==> src/rtl/jpc_idecode_if.sv <==
// Fetch-to-decode bus of the jpc decode stage: instruction/PC in, decoded fields out.
interface jpc_idecode_if #(
    parameter int unsigned ADDR_WIDTH = 32
);
    logic                  stall_I;
    logic                  flush_I;
    logic [31:0]           instr_I;
    logic [ADDR_WIDTH-1:0] pc_I;

    logic                  hazard_O;
    logic                  valid_O;
    logic [ADDR_WIDTH-1:0] pc_O;
    logic [4:0]            rs1_O;
    logic [4:0]            rs2_O;
    logic [4:0]            rd_O;
    logic [2:0]            funct3_O;
    logic                  alt_O;
    logic [31:0]           imm_O;
    logic [9:0]            class_O;
    logic                  reg_write_O;
    logic                  mem_read_O;
    logic                  mem_write_O;
    logic                  illegal_O;

    // Fetch/pipeline side: drives the instruction, consumes the decode.
    modport master (
        output stall_I, flush_I, instr_I, pc_I,
        input  hazard_O, valid_O, pc_O, rs1_O, rs2_O, rd_O, funct3_O, alt_O, imm_O,
        input  class_O, reg_write_O, mem_read_O, mem_write_O, illegal_O
    );

    // Decode stage side.
    modport slave (
        input  stall_I, flush_I, instr_I, pc_I,
        output hazard_O, valid_O, pc_O, rs1_O, rs2_O, rd_O, funct3_O, alt_O, imm_O,
        output class_O, reg_write_O, mem_read_O, mem_write_O, illegal_O
    );
endinterface

==> src/rtl/jpc_idecode.sv <==
// jpc RV32I decode stage: registers decoded fields for execute and raises the
// load-use hazard that stalls fetch and injects a single bubble.
module jpc_idecode #(
    parameter int unsigned ADDR_WIDTH = 32
) (
    input logic          clk,
    input logic          rst,
    jpc_idecode_if.slave bus
);
    localparam logic [6:0] OpLui     = 7'b0110111;
    localparam logic [6:0] OpAuipc   = 7'b0010111;
    localparam logic [6:0] OpJal     = 7'b1101111;
    localparam logic [6:0] OpJalr    = 7'b1100111;
    localparam logic [6:0] OpBranch  = 7'b1100011;
    localparam logic [6:0] OpLoad    = 7'b0000011;
    localparam logic [6:0] OpStore   = 7'b0100011;
    localparam logic [6:0] OpImm     = 7'b0010011;
    localparam logic [6:0] OpReg     = 7'b0110011;
    localparam logic [6:0] OpSystem  = 7'b1110011;
    localparam logic [6:0] OpMiscMem = 7'b0001111;

    localparam int unsigned ClsLui    = 0;
    localparam int unsigned ClsAuipc  = 1;
    localparam int unsigned ClsJal    = 2;
    localparam int unsigned ClsJalr   = 3;
    localparam int unsigned ClsBranch = 4;
    localparam int unsigned ClsLoad   = 5;
    localparam int unsigned ClsStore  = 6;
    localparam int unsigned ClsOpImm  = 7;
    localparam int unsigned ClsOp     = 8;
    localparam int unsigned ClsSystem = 9;

    typedef struct packed {
        logic                  valid;
        logic [ADDR_WIDTH-1:0] pc;
        logic [4:0]            rs1;
        logic [4:0]            rs2;
        logic [4:0]            rd;
        logic [2:0]            funct3;
        logic                  alt;
        logic [31:0]           imm;
        logic [9:0]            cls;
        logic                  reg_write;
        logic                  mem_read;
        logic                  mem_write;
        logic                  illegal;
    } dec_t;

    logic [31:0] instr;
    logic [6:0]  opcode;
    logic [6:0]  funct7;
    logic [2:0]  funct3;
    logic [4:0]  rs1;
    logic [4:0]  rs2;
    logic [4:0]  rd;

    assign instr  = bus.instr_I;
    assign opcode = instr[6:0];
    assign funct7 = instr[31:25];
    assign funct3 = instr[14:12];
    assign rs1    = instr[19:15];
    assign rs2    = instr[24:20];
    assign rd     = instr[11:7];

    logic [9:0]  cls;
    logic        use_rs1;
    logic        use_rs2;
    logic        use_rd;
    logic        illegal;
    logic        legal;
    logic [31:0] imm;

    // Opcode decode: class, operand usage, immediate format and legality.
    always_comb begin
        cls     = '0;
        use_rs1 = 1'b0;
        use_rs2 = 1'b0;
        use_rd  = 1'b0;
        illegal = 1'b0;
        imm     = '0;
        case (opcode)
            OpLui: begin
                cls[ClsLui] = 1'b1;
                use_rd      = 1'b1;
                imm         = {instr[31:12], 12'b0};
            end
            OpAuipc: begin
                cls[ClsAuipc] = 1'b1;
                use_rd        = 1'b1;
                imm           = {instr[31:12], 12'b0};
            end
            OpJal: begin
                cls[ClsJal] = 1'b1;
                use_rd      = 1'b1;
                imm = {{12{instr[31]}}, instr[19:12], instr[20], instr[30:21], 1'b0};
            end
            OpJalr: begin
                cls[ClsJalr] = 1'b1;
                use_rs1      = 1'b1;
                use_rd       = 1'b1;
                imm          = {{20{instr[31]}}, instr[31:20]};
                illegal      = (funct3 != 3'b000);
            end
            OpBranch: begin
                cls[ClsBranch] = 1'b1;
                use_rs1        = 1'b1;
                use_rs2        = 1'b1;
                imm = {{20{instr[31]}}, instr[7], instr[30:25], instr[11:8], 1'b0};
                illegal        = (funct3[2:1] == 2'b01);
            end
            OpLoad: begin
                cls[ClsLoad] = 1'b1;
                use_rs1      = 1'b1;
                use_rd       = 1'b1;
                imm          = {{20{instr[31]}}, instr[31:20]};
                illegal      = (funct3 == 3'b011) || (funct3[2:1] == 2'b11);
            end
            OpStore: begin
                cls[ClsStore] = 1'b1;
                use_rs1       = 1'b1;
                use_rs2       = 1'b1;
                imm           = {{20{instr[31]}}, instr[31:25], instr[11:7]};
                illegal       = (funct3 > 3'b010);
            end
            OpImm: begin
                cls[ClsOpImm] = 1'b1;
                use_rs1       = 1'b1;
                use_rd        = 1'b1;
                imm           = {{20{instr[31]}}, instr[31:20]};
                // Shift-immediates reuse the top of the immediate as funct7.
                if (funct3 == 3'b001) begin
                    illegal = (funct7 != 7'b0000000);
                end else if (funct3 == 3'b101) begin
                    illegal = !((funct7 == 7'b0000000) || (funct7 == 7'b0100000));
                end
            end
            OpReg: begin
                cls[ClsOp] = 1'b1;
                use_rs1    = 1'b1;
                use_rs2    = 1'b1;
                use_rd     = 1'b1;
                illegal    = !((funct7 == 7'b0000000) ||
                               ((funct7 == 7'b0100000) &&
                                ((funct3 == 3'b000) || (funct3 == 3'b101))));
            end
            OpSystem: begin
                cls[ClsSystem] = 1'b1;
                illegal        = !((instr == 32'h0000_0073) || (instr == 32'h0010_0073));
            end
            OpMiscMem: begin
                // FENCE is a no-op in this in-order pipeline.
            end
            default: illegal = 1'b1;
        endcase
    end

    assign legal = ~illegal;

    dec_t dec;
    dec_t out_q;
    dec_t out_d;
    logic hazard;

    // Fields for a non-bubble instruction; illegal ones carry only valid/illegal/pc.
    always_comb begin
        dec         = '0;
        dec.valid   = 1'b1;
        dec.pc      = bus.pc_I;
        dec.illegal = illegal;
        if (legal) begin
            dec.rs1       = use_rs1 ? rs1 : 5'd0;
            dec.rs2       = use_rs2 ? rs2 : 5'd0;
            dec.rd        = use_rd ? rd : 5'd0;
            dec.funct3    = funct3;
            dec.alt       = ((opcode == OpReg) || ((opcode == OpImm) && (funct3 == 3'b101)))
                            && instr[30];
            dec.imm       = imm;
            dec.cls       = cls;
            dec.reg_write = use_rd && (rd != 5'd0);
            dec.mem_read  = cls[ClsLoad];
            dec.mem_write = cls[ClsStore];
        end
    end

    // Load in decode whose destination the incoming instruction reads.
    assign hazard = out_q.valid && out_q.mem_read && (out_q.rd != 5'd0) && legal &&
                    ((use_rs1 && (rs1 == out_q.rd)) || (use_rs2 && (rs2 == out_q.rd)));

    // Register update priority: flush, stall, hazard bubble, zero-word bubble, decode.
    always_comb begin
        out_d = out_q;
        if (bus.flush_I) begin
            out_d = '0;
        end else if (bus.stall_I) begin
            out_d = out_q;
        end else if (hazard || (instr == 32'd0)) begin
            out_d = '0;
        end else begin
            out_d = dec;
        end
    end

    // Output register with asynchronous clear.
    always_ff @(posedge clk or posedge rst) begin
        if (rst) begin
            out_q <= '0;
        end else begin
            out_q <= out_d;
        end
    end

    assign bus.hazard_O    = hazard;
    assign bus.valid_O     = out_q.valid;
    assign bus.pc_O        = out_q.pc;
    assign bus.rs1_O       = out_q.rs1;
    assign bus.rs2_O       = out_q.rs2;
    assign bus.rd_O        = out_q.rd;
    assign bus.funct3_O    = out_q.funct3;
    assign bus.alt_O       = out_q.alt;
    assign bus.imm_O       = out_q.imm;
    assign bus.class_O     = out_q.cls;
    assign bus.reg_write_O = out_q.reg_write;
    assign bus.mem_read_O  = out_q.mem_read;
    assign bus.mem_write_O = out_q.mem_write;
    assign bus.illegal_O   = out_q.illegal;
endmodule

==> src/flat_wrapper.sv <==
// flat-port wrapper written by rule: the top's interface ports become plain ports
module jpc_idecode_flat 
#(
    parameter int unsigned ADDR_WIDTH = 32
)
  (clk, rst, bus_stall_I, bus_flush_I, bus_instr_I, bus_pc_I, bus_hazard_O, bus_valid_O, bus_pc_O, bus_rs1_O, bus_rs2_O, bus_rd_O, bus_funct3_O, bus_alt_O, bus_imm_O, bus_class_O, bus_reg_write_O, bus_mem_read_O, bus_mem_write_O, bus_illegal_O);
  jpc_idecode_if #(.ADDR_WIDTH(ADDR_WIDTH)) bus_i ();
  input logic clk;
  input logic rst;
  input wire logic [$bits(bus_i.stall_I)-1:0] bus_stall_I;
  input wire logic [$bits(bus_i.flush_I)-1:0] bus_flush_I;
  input wire logic [$bits(bus_i.instr_I)-1:0] bus_instr_I;
  input wire logic [$bits(bus_i.pc_I)-1:0] bus_pc_I;
  output wire logic [$bits(bus_i.hazard_O)-1:0] bus_hazard_O;
  output wire logic [$bits(bus_i.valid_O)-1:0] bus_valid_O;
  output wire logic [$bits(bus_i.pc_O)-1:0] bus_pc_O;
  output wire logic [$bits(bus_i.rs1_O)-1:0] bus_rs1_O;
  output wire logic [$bits(bus_i.rs2_O)-1:0] bus_rs2_O;
  output wire logic [$bits(bus_i.rd_O)-1:0] bus_rd_O;
  output wire logic [$bits(bus_i.funct3_O)-1:0] bus_funct3_O;
  output wire logic [$bits(bus_i.alt_O)-1:0] bus_alt_O;
  output wire logic [$bits(bus_i.imm_O)-1:0] bus_imm_O;
  output wire logic [$bits(bus_i.class_O)-1:0] bus_class_O;
  output wire logic [$bits(bus_i.reg_write_O)-1:0] bus_reg_write_O;
  output wire logic [$bits(bus_i.mem_read_O)-1:0] bus_mem_read_O;
  output wire logic [$bits(bus_i.mem_write_O)-1:0] bus_mem_write_O;
  output wire logic [$bits(bus_i.illegal_O)-1:0] bus_illegal_O;
  assign bus_i.stall_I = bus_stall_I;
  assign bus_i.flush_I = bus_flush_I;
  assign bus_i.instr_I = bus_instr_I;
  assign bus_i.pc_I = bus_pc_I;
  assign bus_hazard_O = bus_i.hazard_O;
  assign bus_valid_O = bus_i.valid_O;
  assign bus_pc_O = bus_i.pc_O;
  assign bus_rs1_O = bus_i.rs1_O;
  assign bus_rs2_O = bus_i.rs2_O;
  assign bus_rd_O = bus_i.rd_O;
  assign bus_funct3_O = bus_i.funct3_O;
  assign bus_alt_O = bus_i.alt_O;
  assign bus_imm_O = bus_i.imm_O;
  assign bus_class_O = bus_i.class_O;
  assign bus_reg_write_O = bus_i.reg_write_O;
  assign bus_mem_read_O = bus_i.mem_read_O;
  assign bus_mem_write_O = bus_i.mem_write_O;
  assign bus_illegal_O = bus_i.illegal_O;
  jpc_idecode #(.ADDR_WIDTH(ADDR_WIDTH)) u_core (.clk(clk), .rst(rst), .bus(bus_i));
endmodule
==> config.mk <==
export PLATFORM = sky130hd
export DESIGN_NAME = jpc_idecode_flat
export DESIGN_NICKNAME = d
export VERILOG_FILES = /design/src/rtl/jpc_idecode_if.sv /design/src/rtl/jpc_idecode.sv /design/src/flat_wrapper.sv
export SDC_FILE = /design/constraint.sdc
export NUM_CORES = 1
export LEC_CHECK = 0
export ABC_AREA = 1
export CAP_MARGIN = 30
export CORE_AREA = 4 4 139 88
export CTS_CLUSTER_DIAMETER = 200
export DETAILED_ROUTE_END_ITERATION = 8
export DIE_AREA = 0 0 143 92
export GPL_TIMING_DRIVEN = 0
export PLACE_DENSITY = 0.83
export SLEW_MARGIN = 20
export SYNTH_ARGS = -nofsm -noshare
export SYNTH_HDL_FRONTEND = slang
export SYNTH_SLANG_ARGS = --single-unit
==> constraint.sdc <==
create_clock -name clk -period 4.55 [get_ports clk]
set_input_delay 1.365 -clock clk [delete_from_list [all_inputs] [get_ports clk]]
set_output_delay 1.365 -clock clk [all_outputs]
set_load 0.01 [all_outputs]
==> impl_results.md <==
- Status: finished clean
- RSZ-0062 raised after global routing: no
- CP top delay family: buffers and inverters
- Slack of the worst reg-to-reg path: 2580 ps
- Port bufs: 166
- Area Overhead vs Synth: 47.99%
- First-pass GRT wire length: 26630 µm
- Via count: 5311
- Synth cell types: 27
- Worst Setup End Kind: output pin
- CP endpoint: bus_hazard_O
- Mapped Area: 0.004925 mm²
- Final Skew: 8.359 ps
- Final nets: 907
- Placed Area: 0.006799 mm²
- Worst slew margin: 41.98%
- Worst Setup SP: bus_instr_I[10]
- Max frequency: 228.4 MHz
- Sequential fraction of the synthesis area: 48.78%
- Flops & latches, synth: 96
- Tcrit/Tclk final: 96.24%
- Starting Density: 44.78%
- Fin crit period: 4379 ps
- Initial antenna violation count: 0
- FP Rows: 30
- Worst-path cell chain: clkdlybuf4s50_1 -> nor2_1 -> nand3_1 -> nor2_2 -> nand3_1 -> nand2_1 -> nand2_2 -> inv_2 -> nand3_4 -> buf_4 -> inv_1 -> clkbuf_2
- Origin of the critical flop-to-flop path: u_core.bus.rd_O[4]$_DFFE_PP0P_
- Most frequent CP cell: nand3_1
- Final wirelength: 16790 µm
- Die height: 92 µm
- Core area: 0.01100 mm²
- Tightest Pin Transition: 863.7 ps
- Max Cap Viol: 0
- Ys Warns: 0
- Synthesized instance count: 647
- Startpoint types: input port
- TritonCTS Buffers: 9
- Worst-Skew Late Latency: 350 ps
- Mapped Nets: 715
- Drt first pass iters: 6
- Hold Crit Class: register to register
- Avg Cell Area, Syn: 7.612 µm²
- Vias in the first global route: 5078
- ANT nets after route: 0
- Setup slack after layout: 170.9 ps
- Final hold vios: 0
- Slew Limit Fails: 0
- CP Depth: 12
- Die width: 143 µm
- Final GP Congestion: 0.9761
- EDFF count, synth: 0
- Kind of critical path: input port to output pin
- CTS H-tree lvls: 3
- Setup-failing EPs final: 0
- Total gr overflow: 0
- Critical path data required time: 3180 ps
- Hold_buf cts: 0
- Gr usage total: 25.78%
- Dpl ws: -806.6 ps
- CTS clk-pin slew, worst paths: 60 ps
- Crit path DAT: 3010 ps
- Vias/cell: 5.376
- Synth Flop Type: dfrtp_1
- Worst path bufs/invs: 5
- Design area: 0.007288 mm²
- Iteration-0 DRC Markers: 422
- FF-to-FF End: u_core.bus.imm_O[25]$_DFFE_PP0P_
- TritonCTS clock tree: yes
- Slowest CP cell: clkdlybuf4s50_1
- Lkg Pwr: 3.431 nW
- Die area: 0.01316 mm²
- Clock tree sinks: 96
- Largest net degree at the start of global routing: 71
- Post-Route Setup TNS: 0 ps
- Critical Path Max Stage Delay: 430 ps
- FFs w/ async S/R, synth: 100.0%
- Drt drc: 0
- Worst R2R Path Depth: 10
- Max rail drop VDD: 0.1888 mV
- Fillcell total: 943
- Share of cells above drive strength 1: 11.97%
- DR WL/cell: 17.00 µm
- Clock root buffer: clkbuf_16
- CP max FO: 10
- Dpl hpwl: 12550 µm
- ANT cells: 0
- Clock Tree Buf Depth: 2
- Cell Pwr Density: 259.5 mW/mm²
- I/O pin count: 167
-- Yosys cell counts, types with 8 or more instances --
library cell    n  area (µm²)
inv_1          40       150.1
nand3_1        63       315.3
o22ai_1        12       75.07
nor2_1         37       138.9
dfrtp_1        96        2402
buf_6           8       90.09
clkbuf_1       16       60.06
o21ai_1        63       315.3
nand2_1       236       885.9
nand4_1        22       137.6
buf_2           9       45.04
inv_2           8       30.03
-- metrics by stage --
| stage | power, W | std cells | utilization (%) | hold WS (ps) |
|---|---|---|---|---|
| 4_1_cts | 0.001904 | 986 | 65.88 | 485.2 |
| 3_5_place_dp | 0.001161 | 958 | 61.82 | 469.0 |
| 3_3_place_gp | 0.001154 | 957 | 61.52 | 461.1 |
| 2_1_floorplan | 0.001011 | 647 | - | 515.7 |
| 6_report | 0.001892 | 988 | 66.27 | 480.0 |
| 5_1_grt | 0.001964 | 988 | 66.27 | 506.2 |
-- cell usage in the layout (no fill, tap or decap), types with 4 or more instances in the layout --
cell,Yosys,final
o21ai_0,6,6
nand2_2,5,10
dfrtp_1,96,96
nand4_1,22,22
buf_4,2,17
nor2_4,4,6
nand2_4,2,5
nor2_2,1,7
nor3_1,4,4
o22ai_1,12,12
buf_2,9,8
nand3_1,63,62
dlygate4sd2_1,0,16
clkdlybuf4s50_1,0,137
o21ai_1,63,63
clkbuf_16,0,9
buf_6,8,8
clkbuf_1,16,16
nand2_1,236,228
inv_1,40,34
inv_2,8,13
dlymetal6s2s_1,0,10
nor2_1,37,29
-- power breakdown --
| part | internal, W | switching (W) |
|---|---|---|
| logic | 0.000117 | 0.000152 |
| clock network | 0.000393 | 0.000347 |
| registers | 0.000871 | 0.0000104 |
| total | 0.00138 | 0.000510 |
-- metal layers --
| layer | vias to the layer above | track usage [%] | part of all wire (%) |
|---|---|---|---|
| li1 | 2489 | - | - |
| met1 | 2517 | 38.68 | 45 |
| met2 | 283 | 36.68 | 43 |
| met3 | 22 | 7.295 | 11 |
| met4 | 0 | 6.171 | 1.3 |
| met5 | - | 0 | 0 |
-- sequential cells by signal, indices dropped and copies added (netlist names) --
name                    count
u_core.bus.imm_O           32
u_core.bus.pc_O            32
u_core.bus.class_O         10
u_core.bus.rd_O             5
u_core.bus.rs1_O            5
u_core.bus.rs2_O            5
u_core.bus.funct3_O         3
u_core.bus.alt_O            1
u_core.bus.illegal_O        1
u_core.bus.reg_write_O      1
u_core.bus.valid_O          1
-- cell families (layout without fill, tap and decap cells) --
logic type,count (synthesis),after routing,share of synthesized area (%)
simple gates,377,377,33.16
flops,96,96,48.78
compound gates,86,86,9.248
buf+inv,83,280,7.927
xor+xnor,5,5,0.8894
-- cell type report --
cell class	count	area (µm²)	share of cell area (%)
Sequential cell	96	2402	32.96
Multi-Input combinational cell	468	2232	30.63
Timing Repair Buffer	181	1784	24.48
Clock buffer	10	239.0	3.279
Buffer	35	212.7	2.918
Inverter	48	185.2	2.541
Tap cell	144	180.2	2.472
Clock inverter	6	52.55	0.7210
-- worst min-delay path by stage --
stage,start,end,slack (ps),cells after the start
final,u_core.bus.pc_O[17]$_DFFE_PP0P_,u_core.bus.pc_O[17]$_DFFE_PP0P_,480,2
after global routing,u_core.bus.pc_O[31]$_DFFE_PP0P_,u_core.bus.pc_O[31]$_DFFE_PP0P_,510,2
after CTS,u_core.bus.pc_O[30]$_DFFE_PP0P_,u_core.bus.pc_O[30]$_DFFE_PP0P_,490,2
after detailed placement,u_core.bus.pc_O[2]$_DFFE_PP0P_,u_core.bus.pc_O[2]$_DFFE_PP0P_,470,2
after global placement,u_core.bus.pc_O[26]$_DFFE_PP0P_,u_core.bus.pc_O[26]$_DFFE_PP0P_,460,2
after floorplan,u_core.bus.illegal_O$_DFFE_PP0P_,u_core.bus.illegal_O$_DFFE_PP0P_,520,2
-- what timing repair did --
action                                  4_1_cts  5_1_grt
setup buffers                                12        2
endpoints found under the setup margin        1        1
resized for setup                            44       24
pin swaps                                    13        5
-- worst min-delay path: stages (launching register included) --
cell and delay [ps]:
dfrtp_1 340, nand2_1 60, nand2_1 50
(Power assumes the default switching activity.)
